--- config.mk ---
export PLATFORM = sky130hd
export DESIGN_NAME = vga_fb_reader
export DESIGN_NICKNAME = d
export VERILOG_FILES = /design/src/rtl/vga_fb_reader.sv
export SDC_FILE = /design/constraint.sdc
export NUM_CORES = 1
export LEC_CHECK = 0
export CORE_MARGIN = 2
export CORE_UTILIZATION = 30
export DETAILED_ROUTE_END_ITERATION = 10
export GPL_ROUTABILITY_DRIVEN = 0
export GPL_TIMING_DRIVEN = 0
export MAX_ROUTING_LAYER = met4
export PLACE_DENSITY = 0.67
export SLEW_MARGIN = 20
export SYNTH_ARGS = -nofsm -noshare
export SYNTH_HDL_FRONTEND = slang
export SYNTH_SLANG_ARGS = --single-unit
--- constraint.sdc ---
create_clock -name wshb_clk -period 1.9 [get_ports wshb_clk]
set_clock_uncertainty 0.05 [all_clocks]
set_input_delay 0.38 -clock wshb_clk [delete_from_list [all_inputs] [get_ports wshb_clk]]
set_output_delay 0.38 -clock wshb_clk [all_outputs]
set_load 0.03 [all_outputs]
--- src/rtl/vga_fb_reader.sv ---
// ---------------------------------------------------------------------------
// vga_fb_reader
//   Wishbone read master that streams a framebuffer (HDISP*VDISP 32-bit words
//   starting at FB_BASE) into the write side of the VGA pixel FIFO, using
//   fixed-length incrementing bursts of BURST words. A new burst is only
//   started from IDLE when the FIFO reports room for a whole burst, so a
//   burst in flight is never aborted. The address wraps to FB_BASE at the
//   end of each frame, and also whenever the reader idles with en low.
//
// Optional feature (macro VGA_FB_READER_ERR_EN):
//   adds wshb_err input and sticky err_flag output. An err beat is
//   sequenced exactly like an ack but pushes 32'h0 into the FIFO so the
//   frame stays aligned.
//
// Ports:
//   wshb_clk, wshb_rst     clock, synchronous active-high reset
//   en                     streaming enable
//   wshb_adr/cyc/stb/we/sel/cti/bte   Wishbone master request
//   wshb_dat_sm, wshb_ack  Wishbone read data / acknowledge
//   wshb_err, err_flag     bus error input / sticky error flag (optional)
//   fifo_walmost_full      fewer than BURST free FIFO slots
//   fifo_write, fifo_wdata FIFO push strobe / data
//   frame_done             one-cycle pulse on the last word of a frame
// ---------------------------------------------------------------------------
module vga_fb_reader #(
    parameter int          HDISP   = 800,
    parameter int          VDISP   = 480,
    parameter logic [31:0] FB_BASE = 32'h0,
    parameter int          BURST   = 16
) (
    input  logic        wshb_clk,
    input  logic        wshb_rst,
    input  logic        en,
    output logic [31:0] wshb_adr,
    output logic        wshb_cyc,
    output logic        wshb_stb,
    output logic        wshb_we,
    output logic [3:0]  wshb_sel,
    output logic [2:0]  wshb_cti,
    output logic [1:0]  wshb_bte,
    input  logic [31:0] wshb_dat_sm,
    input  logic        wshb_ack,
`ifdef VGA_FB_READER_ERR_EN
    input  logic        wshb_err,
    output logic        err_flag,
`endif
    input  logic        fifo_walmost_full,
    output logic        fifo_write,
    output logic [31:0] fifo_wdata,
    output logic        frame_done
);

    localparam int TOTAL = HDISP * VDISP;
    localparam int IW    = (TOTAL > 1) ? $clog2(TOTAL) : 1;
    localparam int BW    = (BURST > 1) ? $clog2(BURST) : 1;

    localparam logic [2:0] CTI_CLASSIC = 3'b000;
    localparam logic [2:0] CTI_INCR    = 3'b010;
    localparam logic [2:0] CTI_END     = 3'b111;

    typedef enum logic {S_IDLE, S_BURST} state_t;

    state_t        state_q, state_d;
    logic [31:0]   adr_q, adr_d;
    logic [2:0]    cti_q, cti_d;
    logic [IW-1:0] word_q, word_d;
    logic [BW-1:0] beat_q, beat_d;
    logic [BW-1:0] beat_nxt;

    logic in_burst;
    logic err_beat;
    logic bus_ev;
    logic last_beat;
    logic last_word;
    logic start;

    assign in_burst  = (state_q == S_BURST);
    assign beat_nxt  = beat_q + 1'b1;
    assign last_beat = (beat_q == BW'(BURST - 1));
    assign last_word = (word_q == IW'(TOTAL - 1));
    assign start     = en & ~fifo_walmost_full;

`ifdef VGA_FB_READER_ERR_EN
    logic err_flag_q, err_flag_d;
    assign err_beat = wshb_err & in_burst & ~wshb_rst;
    assign err_flag = err_flag_q;
`else
    assign err_beat = 1'b0;
`endif

    // A beat completes on ack (or err). Gating with reset keeps a beat that
    // lands in the reset cycle from reaching the FIFO.
    assign bus_ev = (wshb_ack | err_beat) & in_burst & ~wshb_rst;

    // ---------------- FSM: state register ----------------
    always_ff @(posedge wshb_clk) begin
        if (wshb_rst) state_q <= S_IDLE;
        else          state_q <= state_d;
    end

    // ---------------- FSM: next state ----------------
    always_comb begin
        state_d = state_q;
        case (state_q)
            S_IDLE:  if (start)                state_d = S_BURST;
            S_BURST: if (bus_ev && last_beat)  state_d = S_IDLE;
            default:                           state_d = S_IDLE;
        endcase
    end

    // ---------------- FSM: outputs ----------------
    always_comb begin
        wshb_cyc   = in_burst;
        wshb_stb   = in_burst;
        wshb_we    = 1'b0;
        wshb_sel   = 4'b1111;
        wshb_bte   = 2'b00;
        wshb_adr   = adr_q;
        wshb_cti   = cti_q;
        fifo_write = bus_ev;
        fifo_wdata = err_beat ? 32'h0 : wshb_dat_sm;
        frame_done = bus_ev & last_word;
    end

    // ---------------- datapath next state ----------------
    always_comb begin
        adr_d  = adr_q;
        cti_d  = cti_q;
        word_d = word_q;
        beat_d = beat_q;
        if (!in_burst) begin
            // Idling disabled rewinds to pixel (0,0) so re-enable is clean.
            if (!en) begin
                adr_d  = FB_BASE;
                word_d = '0;
            end
            if (start) cti_d = (BURST == 1) ? CTI_END : CTI_INCR;
        end else if (bus_ev) begin
            beat_d = last_beat ? '0 : beat_nxt;
            if (last_word) begin
                adr_d  = FB_BASE;
                word_d = '0;
            end else begin
                adr_d  = adr_q + 32'd4;
                word_d = word_q + 1'b1;
            end
            // Mark the final beat as pending once the counter reaches BURST-1.
            if (last_beat)                        cti_d = CTI_CLASSIC;
            else if (beat_nxt == BW'(BURST - 1))  cti_d = CTI_END;
            else                                  cti_d = CTI_INCR;
        end
    end

    always_ff @(posedge wshb_clk) begin
        if (wshb_rst) begin
            adr_q  <= FB_BASE;
            cti_q  <= CTI_CLASSIC;
            word_q <= '0;
            beat_q <= '0;
        end else begin
            adr_q  <= adr_d;
            cti_q  <= cti_d;
            word_q <= word_d;
            beat_q <= beat_d;
        end
    end

`ifdef VGA_FB_READER_ERR_EN
    always_comb begin
        err_flag_d = err_flag_q | err_beat;
    end

    always_ff @(posedge wshb_clk) begin
        if (wshb_rst) err_flag_q <= 1'b0;
        else          err_flag_q <= err_flag_d;
    end
`endif

endmodule

==> results.py, run 1 <==
metrics = {
    "cells_and_area": {
        "multiInputGateArea_sq_mm": 0.001913,
        "diodes": 0,
        "syn_to_final_growth_pct": 47.44,
        "seqCellArea_sq_mm": 0.001159,
        "nFillCells": 1021,
        "layoutNonFillerInstCount": 671,
        "drive_gt1_share_pct": 28.63,
        "fin_area_sq_mm": 0.004857,
        "final_nets": 571,
        "fin_util_pct": 45.00,
    },
    "run_status": {
        "status": "finished with violations",
        "violations": "negative setup slack",
    },
    "power_and_ir_drop": {
        "powerDensity_mw_per_mm2": 482.5,
        "p_sw_uw": 667.2,
        "seq_power_share_pct": 50.6,
        "totalPowerFinal_mw": 2.344,
        "switching_share_pct": 28.47,
        "combPwrFrac_pct": 19.0,
        "p_clk_share_pct": 30.4,
        "internal_power_mw": 1.676,
        "irDropWorstVdd_mv": 0.3656,
        "leakagePower_nw": 2.096,
    },
    "detailed_routing": {
        "dr.pass1.iters": 5,
        "drt_iter0_markers": 360,
        "ant_nets": 0,
        "routedWlPerCell_um": 15.67,
        "routed_via_density": 5.337,
        "vias": 3581,
        "routed_wl_um": 10510,
        "drc": 0,
    },
    "setup_path": {
        "critPathCaptureType": "output pin",
        "worstPathMaxFanout": 5,
        "cp.required_ps": 1470,
        "cp_slowest_cell": "dfxtp_4",
        "r2r_cells": 8,
        "ff2ff_setup_slack_ps": -20,
        "timing.rr.start": "word_q[12]",
        "crit_chain": "nand2_2, nor4_4, buf_4, nand2_4, nor2_4, buf_6",
        "path_delay_family": "simple AND/OR/NAND/NOR gates",
        "cp_slowest_stage_delay_ps": 390,
        "critPathBufInv": 2,
        "start_kind": "register",
        "r2r_end": "wshb_adr[27]",
        "critical_path_class": "register to output pin",
        "crit_arrival_ps": 1570,
    },
    "synth": {
        "synthCells": 415,
        "ys_types": 48,
        "netlist.area_leader.share_pct": 34.03,
        "syn_area_per_cell_sq_um": 7.938,
        "netlist_top_cells_area": "dfxtp_1 (34%), buf_4 (10%), nand2_1 (5.2%), a31oi_1 (4.9%), a21oi_1 (3.5%)",
        "synth-edff-count": 0,
        "yosysMostFrequentCell": "dfxtp_1",
        "seq_area_frac_synth_pct": 34.03,
        "synth_ff_type": "dfxtp_1",
        "synthArstFlopShare_pct": 0,
        "synth_seq_cells": 56,
        "ys_top_cells_by_count": "dfxtp_1 (56), buf_4 (46), nand2_1 (46)",
        "netlist.top_cell.by_area": "dfxtp_1",
        "ys_warn_count": 0,
        "netlist_area_sq_mm": 0.003294,
    },
    "timing": {
        "setup_ws_ps": -98.42,
        "fin_crit_ps": 1998,
        "slew_viol_final": 0,
        "setup_viol": 3,
        "max_freq_ghz": 0.5004,
        "hold_violations": 0,
        "min_period_over_period_pct": 105.2,
        "rsz0062_at_grt": "true",
        "relSlewSlack_pct": 66.43,
        "worst_pin_slew_ps": 503.5,
    },
    "placed_design": {
        "placed_area_sq_mm": 0.004237,
        "dpl_worst_slack_ps": -927.4,
        "io_buffers": 73,
        "hpwl_um": 6635,
        "dpl.cell_count": 635,
    },
    "floorplan": {
        "fp.coreArea_sq_mm": 0.01079,
        "die_w_um": 108.8,
        "io_pins": 115,
        "initial_utilization_pct": 30.52,
        "fp-row-count": 38,
        "die_h_um": 108.8,
        "dieArea_sq_mm": 0.01184,
    },
    "grt": {
        "grtUsageTotal_pct": 16.07,
        "grt_pass1_wl_um": 14800,
        "overflow": 0,
        "grt_max_degree": 18,
        "grt_pass1_vias": 3081,
        "grt_antenna_before_repair": 0,
    },
    "clock_tree": {
        "cts_tree": "yes",
        "cts_buffers": 5,
        "clock_sinks": 56,
        "htree_levels": 2,
        "clk_path_buf_depth": 2,
        "ctsHoldBuffers": 0,
        "clkTransAtPathRegs_ps": 110,
        "clk_latency_ps": 320,
        "cts_root_buf": "clkbuf_8",
    },
    "worst_hold_path": {
        "hold_path_class": "register to register",
        "holdPathStages": 2,
        "hold-path-endpoint": "wshb_adr[31]",
        "hold_start": "wshb_adr[31]",
    },
    "flow_run": {
        "maxCapViolations": 0,
    },
}
-- cell type report --
cell class / count / area share, %
inverters: 10 / 0.8243
flip-flops and latches: 56 / 23.85
repair buffers: 104 / 20.66
multi-input cells: 295 / 39.39
clock inverters: 2 / 0.2834
well taps: 140 / 3.606
plain buffers: 58 / 9.686
clock buffers: 6 / 1.700
-- stage by stage --
stage | setup TNS, ps | hold slack [ps]
after global placement | -25400 | 406.5
after detailed placement | -26670 | 409.1
after global routing | -622.4 | 442.3
after CTS | -779.9 | 429.2
after floorplan | -15.79 | 382.9
final | -125.3 | 425.3
-- how the worst max path moves through the flow --
| stage | startpoint | endpoint | slack (ps) | cells after the start |
|---|---|---|---|---|
| after global placement | wshb_ack | fifo_write | -920 | 6 |
| after global routing | word_q[12] | frame_done | -160 | 6 |
| final | word_q[12] | frame_done | -100 | 6 |
| after detailed placement | wshb_ack | fifo_write | -930 | 6 |
| after CTS | word_q[1] | frame_done | -130 | 7 |
| after floorplan | word_q[0] | frame_done | -20 | 6 |
-- layout by cell type (no fill, tap or decap), drive strengths merged, types with 2 or more instances in the layout --
cell           netlist  routed
nor4                 5       5
dlygate4sd2          0      10
a21oi               24      25
nor2                25      25
a211oi               4       4
a22o                 2       2
dfxtp               56      56
o31a                 2       2
clkdlybuf4s50        0      48
ha                   4       4
inv                 10      11
nor2b                2       2
and4                 7       7
a21boi               2       2
and3                 7       7
xor2                 6       6
clkbuf               9      12
nand2b               5       5
conb                 2       9
o21ai               25      25
nand2               46      46
nor3b                2       2
a22oi                2       2
mux2i                5       5
a31oi               26      26
and2                 4       4
a41oi                3       3
nand3b               2       2
dlymetal6s2s         0      13
o21a                 2       2
or3                  8       8
buf                 53      85
nor3                 9       9
nand4               16      16
xnor2                4       4
o22ai                2       2
a21o                 8       8
nand3               22      22
-- worst register-to-register path, cell delays in order, from the launching register on --
cell,delay (ps)
dfxtp_4,390
nand2_2,90
nor4_4,280
buf_4,190
buf_4,190
a21oi_4,110
clkbuf_4,190
a21o_1,160
a21o_1,160
-- routing by layer --
layer	vias to the layer above	track usage [%]	share of wire, %
li1	1687	-	-
met1	1675	20.17	42
met2	192	26.56	48
met3	27	2.451	8.1
met4	0	5.128	2.0
met5	-	-	0
-- flip-flops by register name (all words and copies together) (netlist names) --
| name | count |
|---|---|
| beat_q | 4 |
| word_q | 19 |
| wshb_adr | 30 |
| wshb_cti | 2 |
| wshb_cyc | 1 |
-- kinds of logic after synthesis --
family                     Yosys count  share of synthesized area (%)
DFF                                 56                          34.03
xor gates and xnor gates            10                          2.658
muxes                                5                          1.519
other                                2                         0.2280
buffers and inverters               72                          13.90
and+or+nand+nor                    160                          26.21
adders and majority gates            4                          1.519
AOI/OAI and AO/OA                  106                          19.94
-- power groups by stage --
stage | Sequential (mW) | Clock, mW | Combinational, mW
floorplan | 1.23 | 0 | 0.256
global placement | 1.22 | 0 | 0.393
detailed placement | 1.22 | 0 | 0.397
CTS | 1.19 | 0.724 | 0.412
global route | 1.19 | 0.778 | 0.471
finish | 1.19 | 0.712 | 0.445
-- timing repair --
action,CTS,global route
setup buffers,15,11
endpoints found under the setup margin,60,63
pin swaps,9,9
resized for setup,59,68
cloned,0,6
No activity file was read; power rests on OpenSTA's default activity.
==> run 2, diff against run 1 <==
--- a/config.mk
+++ b/config.mk
@@ -5,6 +5,7 @@
 export SDC_FILE = /design/constraint.sdc
 export NUM_CORES = 1
 export LEC_CHECK = 0
+export CAP_MARGIN = 15
 export CORE_MARGIN = 2
 export CORE_UTILIZATION = 30
 export DETAILED_ROUTE_END_ITERATION = 10
==> results of run 2 <==
Final layout, timing and power as in run 1 (identical DEF).
==> run 3, diff against run 2 <==
--- a/config.mk
+++ b/config.mk
@@ -17,3 +17,4 @@
 export SYNTH_ARGS = -nofsm -noshare
 export SYNTH_HDL_FRONTEND = slang
 export SYNTH_SLANG_ARGS = --single-unit
+export TNS_END_PERCENT = 30
==> results.py, run 3 (synthesis gave the netlist of run 1 again) <==
metrics = {
    "grt": {
        "grt_antenna_before_repair": 0,
        "grt_max_degree": 18,
        "grtUsageTotal_pct": 15.51,
        "grt_pass1_vias": 3094,
        "overflow": 0,
        "grt_pass1_wl_um": 14620,
    },
    "run_status": {
        "status": "finished with violations",
        "violations": "negative setup slack",
    },
    "detailed_routing": {
        "top_layer": "met4",
        "vias": 3483,
        "routed_via_density": 5.261,
        "routedWlPerCell_um": 14.43,
        "ant_nets": 0,
        "met1_length_um": 4114,
        "drt_iter0_markers": 250,
        "wl_met3_um": 671,
        "dr.pass1.iters": 7,
        "routed_wl_um": 9555,
        "wl_met2_um": 4676,
        "drc": 0,
    },
    "setup_path": {
        "critPathBufInv": 2,
        "critPathCaptureType": "register",
        "cp_slowest_cell": "dfxtp_2",
        "ff2ff_setup_slack_ps": -70,
        "worstPathMaxFanout": 6,
        "cp_slowest_stage_delay_ps": 350,
        "start_kind": "register",
        "timing.rr.start": "word_q[0]",
        "r2r_cells": 8,
        "crit_chain": "ha_4, and3_4, and4_4, buf_4, a21o_4, buf_8, or3_1, a31oi_1",
        "path_delay_family": "simple AND/OR/NAND/NOR gates",
        "critical_path_class": "register to register",
        "r2r_end": "wshb_adr[6]",
        "crit_arrival_ps": 2160,
        "cp.required_ps": 2090,
    },
    "cells_and_area": {
        "final_cell_mix": "buf_4 (70), clkdlybuf4s50_1 (46), nand2_1 (44)",
        "diodes": 0,
        "largest_reg_flops": 30,
        "drive_gt1_share_pct": 28.54,
        "layout_commonest_cell": "buf_4",
        "final_nets": 562,
        "fin_util_pct": 44.64,
        "syn_to_final_growth_pct": 46.26,
        "nFillCells": 1020,
        "layoutNonFillerInstCount": 662,
    },
    "clock_tree": {
        "ctsHoldBuffers": 0,
        "clock_sinks": 56,
        "cts_buffers": 5,
        "clk_path_buf_depth": 2,
        "cts_tree": "yes",
        "htree_levels": 2,
        "clkTransAtPathRegs_ps": 100,
        "cts_root_buf": "clkbuf_8",
        "clk_latency_ps": 320,
    },
    "power_and_ir_drop": {
        "irDropWorstVdd_mv": 0.2833,
        "leakagePower_nw": 2.056,
        "totalPowerFinal_mw": 2.320,
        "powerDensity_mw_per_mm2": 481.6,
    },
    "floorplan": {
        "fp.coreArea_sq_mm": 0.01079,
        "io_pins": 115,
        "die_w_um": 108.8,
        "initial_utilization_pct": 30.52,
        "fp-row-count": 38,
        "die_h_um": 108.8,
        "dieArea_sq_mm": 0.01184,
    },
    "timing": {
        "setup_ws_ps": -70.93,
        "finalSetupTns_ps": -170.1,
        "fin_crit_ps": 1971,
        "setup_viol": 3,
        "min_period_over_period_pct": 103.7,
        "max_freq_ghz": 0.5074,
        "relSlewSlack_pct": 64.23,
        "hold_violations": 0,
        "slew_viol_final": 0,
        "worst_pin_slew_ps": 536.6,
        "rsz0062_at_grt": "true",
    },
    "placed_design": {
        "dpl_worst_slack_ps": -932.4,
        "io_buffers": 73,
        "dpl.cell_count": 635,
        "hpwl_um": 6545,
    },
    "worst_hold_path": {
        "hold-path-endpoint": "beat_q[1]",
        "hold_path_class": "input port to register",
        "hold_start": "wshb_ack",
        "holdPathStages": 3,
    },
    "flow_run": {
        "maxCapViolations": 0,
    },
}
[run 3: cell count changes in the layout (fill, tap and decap cells not counted), moves of 3 or more]
cell | previous run | this run
dfxtp_1 | 34 | 38
dfxtp_4 | 4 | 8
dfxtp_2 | 18 | 10
buf_6 | 9 | 5
buf_4 | 73 | 70
[run 3: worst reg2reg max path: stages, from the launching register on]
cell	delay (ps)
dfxtp_2	350
ha_4	160
and3_4	180
and4_4	180
buf_4	150
a21o_4	230
buf_8	140
or3_1	320
a31oi_1	150
[run 3: what timing repair did]
| item | CTS | global route |
|---|---|---|
| endpoints found under the setup margin | 63 | 63 |
| pin swaps | 7 | 9 |
| cloned | 0 | 2 |
| gates resized for setup | 59 | 75 |
| setup buffers | 7 | 14 |
[run 3: final cells by class]
| cell class | count | area, sq um | area share [%] |
|---|---|---|---|
| clock inverter | 2 | 13.76 | 0.2856 |
| inverter | 10 | 40.04 | 0.8310 |
| buffer | 58 | 454.2 | 9.426 |
| clock buffer | 6 | 82.58 | 1.714 |
| multi-input combinational | 294 | 1942 | 40.30 |
| tap | 140 | 175.2 | 3.635 |
| timing repair buffer | 96 | 947.2 | 19.66 |
| sequential | 56 | 1164 | 24.15 |
[run 3: worst max-delay path by stage]
| stage | startpoint | endpoint | slack (ps) | cells past startpoint |
|---|---|---|---|---|
| floorplan | wshb_adr[2] | wshb_adr[16] | -50 | 6 |
| finish | word_q[0] | wshb_adr[6] | -70 | 8 |
| global route | word_q[0] | wshb_adr[6] | -140 | 8 |
| CTS | word_q[1] | frame_done | -160 | 7 |
| detailed placement | wshb_ack | fifo_write | -930 | 6 |
| global placement | wshb_ack | fifo_write | -900 | 6 |
[run 3: through the flow]
stage	hold WS (ps)	area, sq um
floorplan	382.9	3324
global placement	401.6	4230
detailed placement	407.9	4230
CTS	429.3	4463
global route	440.8	4818
finish	410.8	4818
[run 3: power breakdown]
part           switching [mW]  internal [mW]
Combinational           0.237          0.190
Clock                   0.413          0.300
Sequential            0.00992           1.17
[run 3: per-layer routing]
| metal | vias to the layer above | global-route usage [%] |
|---|---|---|
| met1 | 1643 | 19.85 |
| met2 | 169 | 25.89 |
| li1 | 1661 | - |
| met4 | 0 | 3.938 |
| met5 | - | - |
| met3 | 10 | 2.032 |
